### src/rtl/msi_bus_arbiter.sv
// Shared snooping-bus arbiter for MSI cache controllers and one memory.
// Round-robin grant, snoop broadcast, optional M-state flush preemption, then the owner's memory access.
module msi_bus_arbiter #(
    parameter int unsigned NUM_CORES    = 2,
    parameter int unsigned SNOOP_CYCLES = 2
) (
    input  logic                    clk,
    input  logic                    reset,
    input  logic [NUM_CORES-1:0]    bus_request,
    input  logic [3*NUM_CORES-1:0]  bus_op_out,
    input  logic [5*NUM_CORES-1:0]  bus_addr_out,
    input  logic [16*NUM_CORES-1:0] bus_dout,
    input  logic [NUM_CORES-1:0]    bus_done_out,
    output logic [NUM_CORES-1:0]    bus_grant,
    output logic [3*NUM_CORES-1:0]  bus_op_in,
    output logic [4:0]              bus_addr_in,
    output logic [15:0]             bus_din,
    output logic [NUM_CORES-1:0]    bus_done_in,
    output logic [4:0]              mem_addr,
    output logic                    mem_rd,
    output logic                    mem_wr,
    output logic [15:0]             mem_wdata,
    input  logic [15:0]             mem_rdata,
    input  logic                    mem_done
);

    localparam int unsigned OP_W   = 3;
    localparam int unsigned ADDR_W = 5;
    localparam int unsigned DATA_W = 16;
    localparam int unsigned IDX_W  = $clog2(NUM_CORES);
    localparam int unsigned CNT_W  = (SNOOP_CYCLES > 1) ? $clog2(SNOOP_CYCLES) : 1;

    localparam logic [OP_W-1:0] OP_NONE  = 3'b000;
    localparam logic [OP_W-1:0] OP_RD    = 3'b001;
    localparam logic [OP_W-1:0] OP_UPGR  = 3'b010;
    localparam logic [OP_W-1:0] OP_FLUSH = 3'b011;
    localparam logic [OP_W-1:0] OP_RDX   = 3'b100;

    localparam logic [2:0] S_IDLE    = 3'd0;
    localparam logic [2:0] S_GRANT   = 3'd1;
    localparam logic [2:0] S_SNOOP   = 3'd2;
    localparam logic [2:0] S_FLUSH   = 3'd3;
    localparam logic [2:0] S_MEM     = 3'd4;
    localparam logic [2:0] S_RELEASE = 3'd5;

    logic [2:0]             state_q,      state_d;
    logic [IDX_W-1:0]       rr_q,         rr_d;
    logic [IDX_W-1:0]       owner_q,      owner_d;
    logic [IDX_W-1:0]       flusher_q,    flusher_d;
    logic [OP_W-1:0]        op_q,         op_d;
    logic [ADDR_W-1:0]      addr_q,       addr_d;
    logic [CNT_W-1:0]       cnt_q,        cnt_d;
    logic [NUM_CORES-1:0]   grant_q,      grant_d;
    logic [3*NUM_CORES-1:0] snoop_op_q,   snoop_op_d;
    logic [ADDR_W-1:0]      snoop_addr_q, snoop_addr_d;
    logic [DATA_W-1:0]      bus_din_q,    bus_din_d;
    logic [NUM_CORES-1:0]   done_in_q,    done_in_d;
    logic [ADDR_W-1:0]      mem_addr_q,   mem_addr_d;
    logic                   mem_rd_q,     mem_rd_d;
    logic                   mem_wr_q,     mem_wr_d;
    logic [DATA_W-1:0]      mem_wdata_q,  mem_wdata_d;

    logic [OP_W-1:0]   core_op   [NUM_CORES];
    logic [ADDR_W-1:0] core_addr [NUM_CORES];
    logic [DATA_W-1:0] core_data [NUM_CORES];

    logic             arb_found;
    logic [IDX_W-1:0] arb_idx;
    int               arb_cand;
    logic             fl_found;
    logic [IDX_W-1:0] fl_idx;
    logic             enter_mem;

    // Per-core views of the packed request buses.
    for (genvar k = 0; k < NUM_CORES; k++) begin : g_unpack
        assign core_op[k]   = bus_op_out[OP_W*k +: OP_W];
        assign core_addr[k] = bus_addr_out[ADDR_W*k +: ADDR_W];
        assign core_data[k] = bus_dout[DATA_W*k +: DATA_W];
    end

    always_comb begin
        state_d      = state_q;
        rr_d         = rr_q;
        owner_d      = owner_q;
        flusher_d    = flusher_q;
        op_d         = op_q;
        addr_d       = addr_q;
        cnt_d        = cnt_q;
        grant_d      = grant_q;
        snoop_op_d   = snoop_op_q;
        snoop_addr_d = snoop_addr_q;
        bus_din_d    = bus_din_q;
        done_in_d    = '0;
        mem_addr_d   = mem_addr_q;
        mem_rd_d     = mem_rd_q;
        mem_wr_d     = mem_wr_q;
        mem_wdata_d  = mem_wdata_q;
        enter_mem    = 1'b0;

        // Round-robin: first requester strictly after the last winner.
        arb_found = 1'b0;
        arb_idx   = '0;
        arb_cand  = 0;
        for (int i = 1; i <= int'(NUM_CORES); i++) begin
            arb_cand = (int'(rr_q) + i) % int'(NUM_CORES);
            if (!arb_found && bus_request[IDX_W'(arb_cand)]) begin
                arb_found = 1'b1;
                arb_idx   = IDX_W'(arb_cand);
            end
        end

        // Lowest-index snooper holding the block in M wants to flush it.
        fl_found = 1'b0;
        fl_idx   = '0;
        for (int k = 0; k < int'(NUM_CORES); k++) begin
            if (!fl_found && IDX_W'(k) != owner_q && bus_request[k]
                && core_op[k] == OP_FLUSH && core_addr[k] == addr_q) begin
                fl_found = 1'b1;
                fl_idx   = IDX_W'(k);
            end
        end

        case (state_q)
            S_IDLE: begin
                if (arb_found) begin
                    grant_d          = '0;
                    grant_d[arb_idx] = 1'b1;
                    owner_d          = arb_idx;
                    rr_d             = arb_idx;
                    state_d          = S_GRANT;
                end
            end
            S_GRANT: begin
                if (core_op[owner_q] == OP_RD || core_op[owner_q] == OP_RDX
                    || core_op[owner_q] == OP_UPGR) begin
                    op_d         = core_op[owner_q];
                    addr_d       = core_addr[owner_q];
                    snoop_addr_d = core_addr[owner_q];
                    cnt_d        = '0;
                    for (int k = 0; k < int'(NUM_CORES); k++) begin
                        snoop_op_d[OP_W*k +: OP_W] =
                            (IDX_W'(k) == owner_q) ? OP_NONE : core_op[owner_q];
                    end
                    state_d = S_SNOOP;
                end else if (core_op[owner_q] == OP_FLUSH) begin
                    op_d      = OP_FLUSH;
                    addr_d    = core_addr[owner_q];
                    enter_mem = 1'b1;
                end
            end
            S_SNOOP: begin
                if (fl_found) begin
                    grant_d[fl_idx] = 1'b1;
                    flusher_d       = fl_idx;
                    mem_wr_d        = 1'b1;
                    mem_addr_d      = addr_q;
                    mem_wdata_d     = core_data[fl_idx];
                    state_d         = S_FLUSH;
                end else if (cnt_q == CNT_W'(SNOOP_CYCLES - 1)) begin
                    enter_mem = 1'b1;
                end else begin
                    cnt_d = cnt_q + CNT_W'(1);
                end
            end
            S_FLUSH: begin
                // mem_wr low means the write finished and we await the flusher's ack.
                if (mem_wr_q) begin
                    mem_wdata_d = core_data[flusher_q];
                    if (mem_done) begin
                        mem_wr_d             = 1'b0;
                        done_in_d[flusher_q] = 1'b1;
                    end
                end else if (bus_done_out[flusher_q]) begin
                    grant_d[flusher_q] = 1'b0;
                    enter_mem          = 1'b1;
                end
            end
            S_MEM: begin
                if (op_q == OP_UPGR) begin
                    done_in_d[owner_q] = 1'b1;
                    state_d            = S_RELEASE;
                end else begin
                    if (mem_wr_q) begin
                        mem_wdata_d = core_data[owner_q];
                    end
                    if (mem_done) begin
                        mem_rd_d = 1'b0;
                        mem_wr_d = 1'b0;
                        if (mem_rd_q) begin
                            bus_din_d = mem_rdata;
                        end
                        done_in_d[owner_q] = 1'b1;
                        state_d            = S_RELEASE;
                    end
                end
            end
            S_RELEASE: begin
                if (bus_done_out[owner_q]) begin
                    grant_d = '0;
                    state_d = S_IDLE;
                end
            end
            default: begin
                grant_d  = '0;
                mem_rd_d = 1'b0;
                mem_wr_d = 1'b0;
                state_d  = S_IDLE;
            end
        endcase

        // Common entry into the owner's memory phase; snoop broadcast ends here.
        if (enter_mem) begin
            state_d      = S_MEM;
            snoop_op_d   = '0;
            snoop_addr_d = '0;
            mem_addr_d   = addr_d;
            if (op_d == OP_RD || op_d == OP_RDX) begin
                mem_rd_d = 1'b1;
            end else if (op_d == OP_FLUSH) begin
                mem_wr_d    = 1'b1;
                mem_wdata_d = core_data[owner_q];
            end
        end
    end

    always_ff @(posedge clk) begin
        if (reset) begin
            state_q      <= S_IDLE;
            rr_q         <= IDX_W'(NUM_CORES - 1);
            owner_q      <= '0;
            flusher_q    <= '0;
            op_q         <= OP_NONE;
            addr_q       <= '0;
            cnt_q        <= '0;
            grant_q      <= '0;
            snoop_op_q   <= '0;
            snoop_addr_q <= '0;
            bus_din_q    <= '0;
            done_in_q    <= '0;
            mem_addr_q   <= '0;
            mem_rd_q     <= 1'b0;
            mem_wr_q     <= 1'b0;
            mem_wdata_q  <= '0;
        end else begin
            state_q      <= state_d;
            rr_q         <= rr_d;
            owner_q      <= owner_d;
            flusher_q    <= flusher_d;
            op_q         <= op_d;
            addr_q       <= addr_d;
            cnt_q        <= cnt_d;
            grant_q      <= grant_d;
            snoop_op_q   <= snoop_op_d;
            snoop_addr_q <= snoop_addr_d;
            bus_din_q    <= bus_din_d;
            done_in_q    <= done_in_d;
            mem_addr_q   <= mem_addr_d;
            mem_rd_q     <= mem_rd_d;
            mem_wr_q     <= mem_wr_d;
            mem_wdata_q  <= mem_wdata_d;
        end
    end

    assign bus_grant   = grant_q;
    assign bus_op_in   = snoop_op_q;
    assign bus_addr_in = snoop_addr_q;
    assign bus_din     = bus_din_q;
    assign bus_done_in = done_in_q;
    assign mem_addr    = mem_addr_q;
    assign mem_rd      = mem_rd_q;
    assign mem_wr      = mem_wr_q;
    assign mem_wdata   = mem_wdata_q;

endmodule

### config.mk
export PLATFORM = sky130hd
export DESIGN_NAME = msi_bus_arbiter
export DESIGN_NICKNAME = d
export VERILOG_FILES = /design/src/rtl/msi_bus_arbiter.sv
export SDC_FILE = /design/constraint.sdc
export NUM_CORES = 1
export LEC_CHECK = 0
export BUFFER_PORTS_ARGS = -buffer_cell sky130_fd_sc_hd__buf_4
export CAP_MARGIN = 20
export CORE_MARGIN = 2
export CORE_UTILIZATION = 49
export CTS_BUF_LIST = sky130_fd_sc_hd__clkbuf_8
export CTS_CLUSTER_SIZE = 30
export DETAILED_ROUTE_END_ITERATION = 7
export PLACE_DENSITY_LB_ADDON = 0.3
export SLEW_MARGIN = 20
export SYNTH_ARGS = -nofsm -noshare
export SYNTH_HDL_FRONTEND = slang
export SYNTH_SLANG_ARGS = --single-unit
export TNS_END_PERCENT = 100
### constraint.sdc
create_clock -name clk -period 1.9 [get_ports clk]
set_input_delay 0.38 -clock clk [delete_from_list [all_inputs] [get_ports clk]]
set_output_delay 0.38 -clock clk [all_outputs]
set_load 0.02 [all_outputs]
## Word-level counts from Yosys, hierarchy flattened

Cells that the tools add are included.

- Register bits after elaboration: 69
- Input bits: 71
- Output and inout bits: 54
- Word-level logic and storage cells: 209

- $add $sub $neg: 3
- Magnitude comparators: 13
- Eq/ne operators: 31
- Mux-type cells: 101
- Bitwise operators: 10
- Reduce and logical (&&, ||, !) cells: 34

Operators by type and width:

| operator | count |
|---|---|
| $mux 16 | 16 |
| $pmux 16 s3 | 1 |
| $mux 3 | 15 |
| $mux 5 | 9 |
| $mux 1 | 40 |
| $eq 3x2->1 const B | 8 |
| $mux 2 | 9 |
| $pmux 3 s6 | 1 |
| $reduce_and 6->1 | 3 |
| $ne 2x2->1 const B | 8 |
| $ne 3x3->1 const B | 5 |
| $eq 3x3->1 const B | 4 |
| $logic_and 1x1->1 | 12 |
| $eq 5x5->1 | 2 |
| $pmux 2 s5 | 1 |
| $eq 3x1->1 const B | 3 |
| $lt 1x2->1 const B | 4 |
| $reduce_and 2->1 | 4 |
| $ge 2x2->1 const B | 3 |
| $lt 1x3->1 const B | 2 |
| $not 1->2 | 3 |
| $reduce_bool 2->1 | 3 |
| $reduce_or 5->1 | 1 |
| $demux 1 s1 | 4 |
| 18 further kinds | 31 |

## Depth between registers and ports, before layout

- Depth in word-level cells: 19
- Depth in mapped cells: 10

## Worst setup path before layout

Ideal clock, no wire load.

- Path kind: register to register
- Start point: register owner_q
- End point: register mem_wdata_q[7] (netlist: mem_wdata[7])
- Data arrival time: 1966 ps
- Data required time: 1764 ps
- Setup slack: -202 ps
- Stages on the path, launching flop included: 10
- Clock period less this slack: 2102 ps
- Cell sequence: dfxtp_1 > buf_4 > buf_2 > buf_2 > mux2i_1 > a211oi_1 > a211oi_1 > a21oi_1 > o2111ai_1 > o31ai_2

- Longest elaborated chain between the ends: 19

Ends and longest elaborated chain:

| element | line | text |
|---|---|---|
| from (decl) | 48 | `logic [IDX_W-1:0] owner_q, owner_d;` |
| from (signal assigned) | 247 | `owner_q <= owner_d;` |
| $logic_and 1x1->1 | 116 | `if (!fl_found && IDX_W'(k) != owner_q && bus_request[k]` |
| $logic_and 1x1->1 (2 in series) | 117 | `&& core_op[k] == OP_FLUSH && core_addr[k] == addr_q) begin` |
| $mux 1 | 116 |  |
| $logic_not 1->1 | 116 |  |
| $logic_and 1x1->1 (2 in series) | 116 |  |
| $logic_and 1x1->1 (2 in series) | 117 |  |
| $mux 1 | 116 |  |
| $not 1->2 (implied by the code) | 157 | `mem_wdata_d = core_data[fl_idx];` |
| $mux 16 (implied by the code) (3 in series) | 157 |  |
| $mux 16 | 152 | `if (fl_found) begin` |
| $pmux 16 s3 | 123 | `case (state_q)` |
| $mux 16 | 219 | `end else if (op_d == OP_FLUSH) begin` |
| $mux 16 | 217 | `if (op_d == OP_RD \|\| op_d == OP_RDX) begin` |
| $mux 16 * | 212 | `if (enter_mem) begin` |
| to (signal assigned) | 260 | `mem_wdata_q <= mem_wdata_d;` |
| to (decl) | 61 | `logic [DATA_W-1:0] mem_wdata_q, mem_wdata_d;` |

Mark *: on every way between the ends. The rest lies on a longest branch, timed or not. The select of a mux whose other input is x is not followed.
A chain may end at the register's enable or synchronous reset.

## Worst setup path after layout

- Start point: register owner_q
- End point: register state_q[0]

- Longest elaborated chain between the ends: 13

Ends and longest elaborated chain:

| element | line | text |
|---|---|---|
| $logic_and 1x1->1 | 116 |  |
| $logic_and 1x1->1 (2 in series) | 117 |  |
| $mux 1 | 116 |  |
| $logic_not 1->1 | 116 |  |
| $logic_and 1x1->1 (2 in series) | 116 |  |
| $logic_and 1x1->1 (2 in series) | 117 |  |
| $mux 1 | 116 |  |
| $mux 1 | 152 |  |
| $pmux 1 s3 | 123 |  |
| $reduce_or 2->1 (no source line) | - |  |
| to (signal assigned) | 245 | `state_q <= state_d;` |
| to (decl) | 46 | `logic [2:0] state_q, state_d;` |

Several ways; a longest one is shown, not always the timed one. The select of a mux whose other input is x is not followed.

==> impl_metrics.py <==
metrics = {
    "placement": {
        "dp_hpwl_um": 10700,
        "io_buffer_count": 124,
        "place_congestion": 0.911,
    },
    "floorplan": {
        "rows": 34,
        "die_w_um": 99.7,
        "start_util_pct": 51.0,
        "core_area_mm2": 0.00881,
        "fp.dieH_um": 99.7,
        "pin_count": 125,
        "dieArea_mm2": 0.00995,
    },
    "sta": {
        "fin_ws_ns": -0.106,
        "hold_viol_final": 0,
        "fin_skew_ns": 0.0142,
        "relSlewSlack_pct": 60.3,
        "final_max_slew_viol_count": 0,
        "max_clock_freq_mhz": 498,
        "tightest_slew_ns": 0.596,
        "tns_ns": -1.54,
        "period_share_pct": 106,
        "rsz0062_at_grt": "yes",
        "period_minus_slack_ns": 2.01,
        "setup-violations-final": 25,
    },
    "route": {
        "drtPass1Iterations": 5,
        "vias_per_cell": 6.22,
        "wl_um": 16000,
        "wl_per_cell_um": 19.0,
        "drc": 0,
        "ant_nets": 0,
        "drt_iter0_markers": 357,
        "num_vias": 5239,
    },
    "setup_path": {
        "cp_top_family": "compound AO/OA/AOI/OAI gates",
        "crit_slowest_cell": "dfxtp_4",
        "crit_type": "flip-flop to flip-flop",
        "cp.required_ns": 2.15,
        "rrSetupSlack_ns": -0.11,
        "reg2reg_depth": 8,
        "crit_arrival_ns": 2.26,
        "crit_path_end_kind": "flip-flop",
        "crit_end": "state_q[0]",
        "startpoint_type": "flip-flop",
        "critPathBufInv": 2,
        "crit_fanout": 8,
        "r2r-end": "state_q[0]",
        "cp-startpoint": "owner_q",
        "max_stage_delay_ns": 0.42,
        "cp.depth": 8,
        "path_cells": "mux2i_1 -> nor2_4 -> a22o_1 -> a31oi_4 -> buf_4 -> nand2_4 -> buf_4 -> a311oi_2",
        "crit_top_cell": "buf_4",
        "reg2reg_from": "owner_q",
    },
    "logic_synthesis": {
        "synth_seq_area_share_pct": 30.8,
        "syn-cell-area_mm2": 0.00449,
        "synthFlopType": "dfxtp_1",
        "muxShareOfSynthArea_pct": 13.4,
        "synth_warnings": 0,
        "synth_top_family_by_area": "compound AO/OA/AOI/OAI gates",
        "synth_async_sr_flop_share_pct": 0,
        "synth_compound_area_share_pct": 31.3,
        "avgSynthCellArea_um2": 8.29,
        "synthXorXnorAreaFrac_pct": 2.54,
        "synth_seq_cells": 69,
        "synth_nets": 613,
        "synth_edf_count": 0,
        "synth-adder-area-share_pct": 0,
        "synth-simple-area-share_pct": 16.7,
        "synth_cell_types": 66,
        "synth_cells": 542,
    },
    "cts": {
        "ctsHoldBuffers": 0,
        "insertion_delay_ns": 0.36,
        "cts_sinks": 69,
        "cts_tree": "built",
        "clockBufferDepth": 2,
        "cts.clk_slew.worst_paths_ns": 0.08,
        "cts-root-buf": "clkbuf_8",
        "clock_tree.htree_level_count": 3,
        "cts_buffers": 9,
    },
    "global_routing": {
        "grt_pass1_vias": 5008,
        "antenna_found_initial": 0,
        "grt_pass1_wl_um": 23600,
        "grt-ovfl-total": 0,
        "grt_max_degree": 48,
        "track_usage_pct": 29.5,
    },
    "pwr": {
        "p_per_area_mw_per_mm2": 798,
        "power_leakage_nw": 2.67,
        "irDropWorstVdd_v": 0.000696,
    },
    "finish": {
        "area_growth_syn_to_layout_pct": 51.6,
        "diodes": 0,
        "drive_gt1_share_pct": 44.8,
        "fin_util_pct": 77.3,
        "fin_nets": 800,
    },
    "status": {
        "status": "finished, violations left",
        "violations": "setup timing",
    },
    "min_path": {
        "hold_class": "input port to flip-flop",
    },
    "job": {
        "drv_cap": 0,
    },
}
synth_stat cells (3+ instances only):
library cell	instances	area share (%)
o31ai_2	8	2.2
xor2_1	6	1.2
and3_1	5	0.70
xnor2_1	7	1.4
inv_1	5	0.42
nand3_1	21	2.3
o2111ai_1	12	2.3
clkbuf_1	28	2.3
buf_4	3	0.50
mux2i_1	49	11
nor3_1	8	0.89
o31ai_1	4	0.67
nand2_1	52	4.3
a222oi_1	4	0.89
buf_1	3	0.25
a21o_1	3	0.50
mux2_2	10	2.5
nor4_2	3	0.84
o21ai_0	36	4.0
dfxtp_1	69	31
a211oi_1	26	4.3
nor2b_1	3	0.42
o21a_1	5	0.84
buf_2	10	1.1
and2_1	3	0.42
a31oi_1	6	0.84
a21oi_1	77	8.6
nor2_1	27	2.3
or3b_1	3	0.59
state kept, by name, indices dropped and copies added (netlist names), 2 cells and up:
register and cells:
bus_addr_in 5, mem_addr 5, bus_done_in 2, bus_din 16
addr_q 5, mem_wdata 16, bus_grant 2, bus_op_in 6
op_q 3, state_q 3
cells in the final DEF (no fill, tap or decap), types with 4 or more instances in the layout:
| cell | synthesis | layout |
|---|---|---|
| buf_4 | 3 | 203 |
| a21oi_1 | 77 | 72 |
| dfxtp_1 | 69 | 63 |
| nand2_1 | 52 | 50 |
| mux2i_1 | 49 | 49 |
| o21ai_0 | 36 | 27 |
| nor2_1 | 27 | 26 |
| nand3_1 | 21 | 21 |
| a211oi_2 | 0 | 15 |
| a211oi_1 | 26 | 11 |
| mux2_2 | 10 | 10 |
| buf_6 | 2 | 10 |
| o21ai_1 | 1 | 9 |
| clkbuf_8 | 0 | 9 |
| o31ai_2 | 8 | 8 |
| buf_12 | 0 | 8 |
| xnor2_1 | 7 | 7 |
| o2111ai_1 | 12 | 7 |
| nor3_1 | 8 | 6 |
| a31oi_1 | 6 | 6 |
| o21a_1 | 5 | 5 |
| a21oi_2 | 1 | 5 |
| and3_1 | 5 | 5 |
| o2111ai_2 | 0 | 5 |
| inv_1 | 5 | 4 |
| a222oi_1 | 4 | 4 |
| o31ai_1 | 4 | 4 |
| dfxtp_2 | 0 | 4 |
| bufinv_16 | 0 | 4 |
per-layer routing:
layer  vias to the layer above  GRT usage (%)  wire length [um]
li1                       2413              -                 -
met1                      2519           33.2              6040
met2                       243           53.4              8290
met3                        64           4.92              1050
met4                         0           15.0               594
met5                         -              0                 0
cells by family after synthesis:
group / Yosys count
flops: 69
xor+xnor: 13
buf+inv: 53
simple gates: 143
compound gates: 205
mux: 59
repair_timing:
action                                  in CTS  in global routing
endpoints found under the setup margin      40                 44
cloned                                       0                  1
hold endpoints to repair                     0                  0
buffers inserted                             7                  6
resized for setup                           38                 38
pin swaps                                   24                  7
layout make-up:
| class | count | area (um2) |
|---|---|---|
| Sequential cell | 69 | 1390 |
| Fill cell | 567 | 2000 |
| Multi-Input combinational cell | 420 | 3150 |
| Tap cell | 108 | 135 |
| Clock buffer | 9 | 124 |
| Timing Repair Buffer | 222 | 1820 |
| Inverter | 7 | 33.8 |
| Clock inverter | 7 | 146 |
how the worst min path moves through the flow:
| stage | from | to | slack [ns] | cells past startpoint |
|---|---|---|---|---|
| 6_report | mem_rdata[4] | bus_din[4] | 0.27 | 3 |
| 3_5_place_dp | bus_din[12] | bus_din[12] | 0.45 | 2 |
| 2_1_floorplan | rr_q | owner_q | 0.48 | 1 |
| 5_1_grt | mem_rdata[4] | bus_din[4] | 0.27 | 3 |
| 4_1_cts | mem_rdata[4] | bus_din[4] | 0.27 | 3 |
| 3_3_place_gp | bus_op_in[4] | bus_op_in[4] | 0.44 | 2 |
worst reg2reg max path, cell delays in order, from the launching register on:
cell and delay [ns]:
dfxtp_4 0.42, mux2i_1 0.32, nor2_4 0.09, a22o_1 0.27, a31oi_4 0.18, buf_4 0.16
nand2_4 0.08, buf_4 0.18, a311oi_2 0.21
report_power, final:
part | total, mW | internal (mW) | switching, mW
clock network | 1.64 | 1.01 | 0.627
logic | 2.14 | 1.01 | 1.13
registers | 1.65 | 1.56 | 0.0977
total | 5.43 | 3.58 | 1.85
per-stage QoR:
stage          hold slack [ns]  std cells  worst slack [ns]  instance area [um2]  total power [mW]
3_3_place_gp             0.442        814            -0.267                 6150              3.45
2_1_floorplan            0.482        542            -0.105                 4580              2.69
3_5_place_dp             0.448        814            -0.346                 6150              3.51
5_1_grt                  0.267        842            -0.162                 6810              5.62
6_report                 0.269        842            -0.106                 6810              5.43
4_1_cts                  0.266        837           -0.0657                 6620              5.25
(Power assumes the default switching activity.)
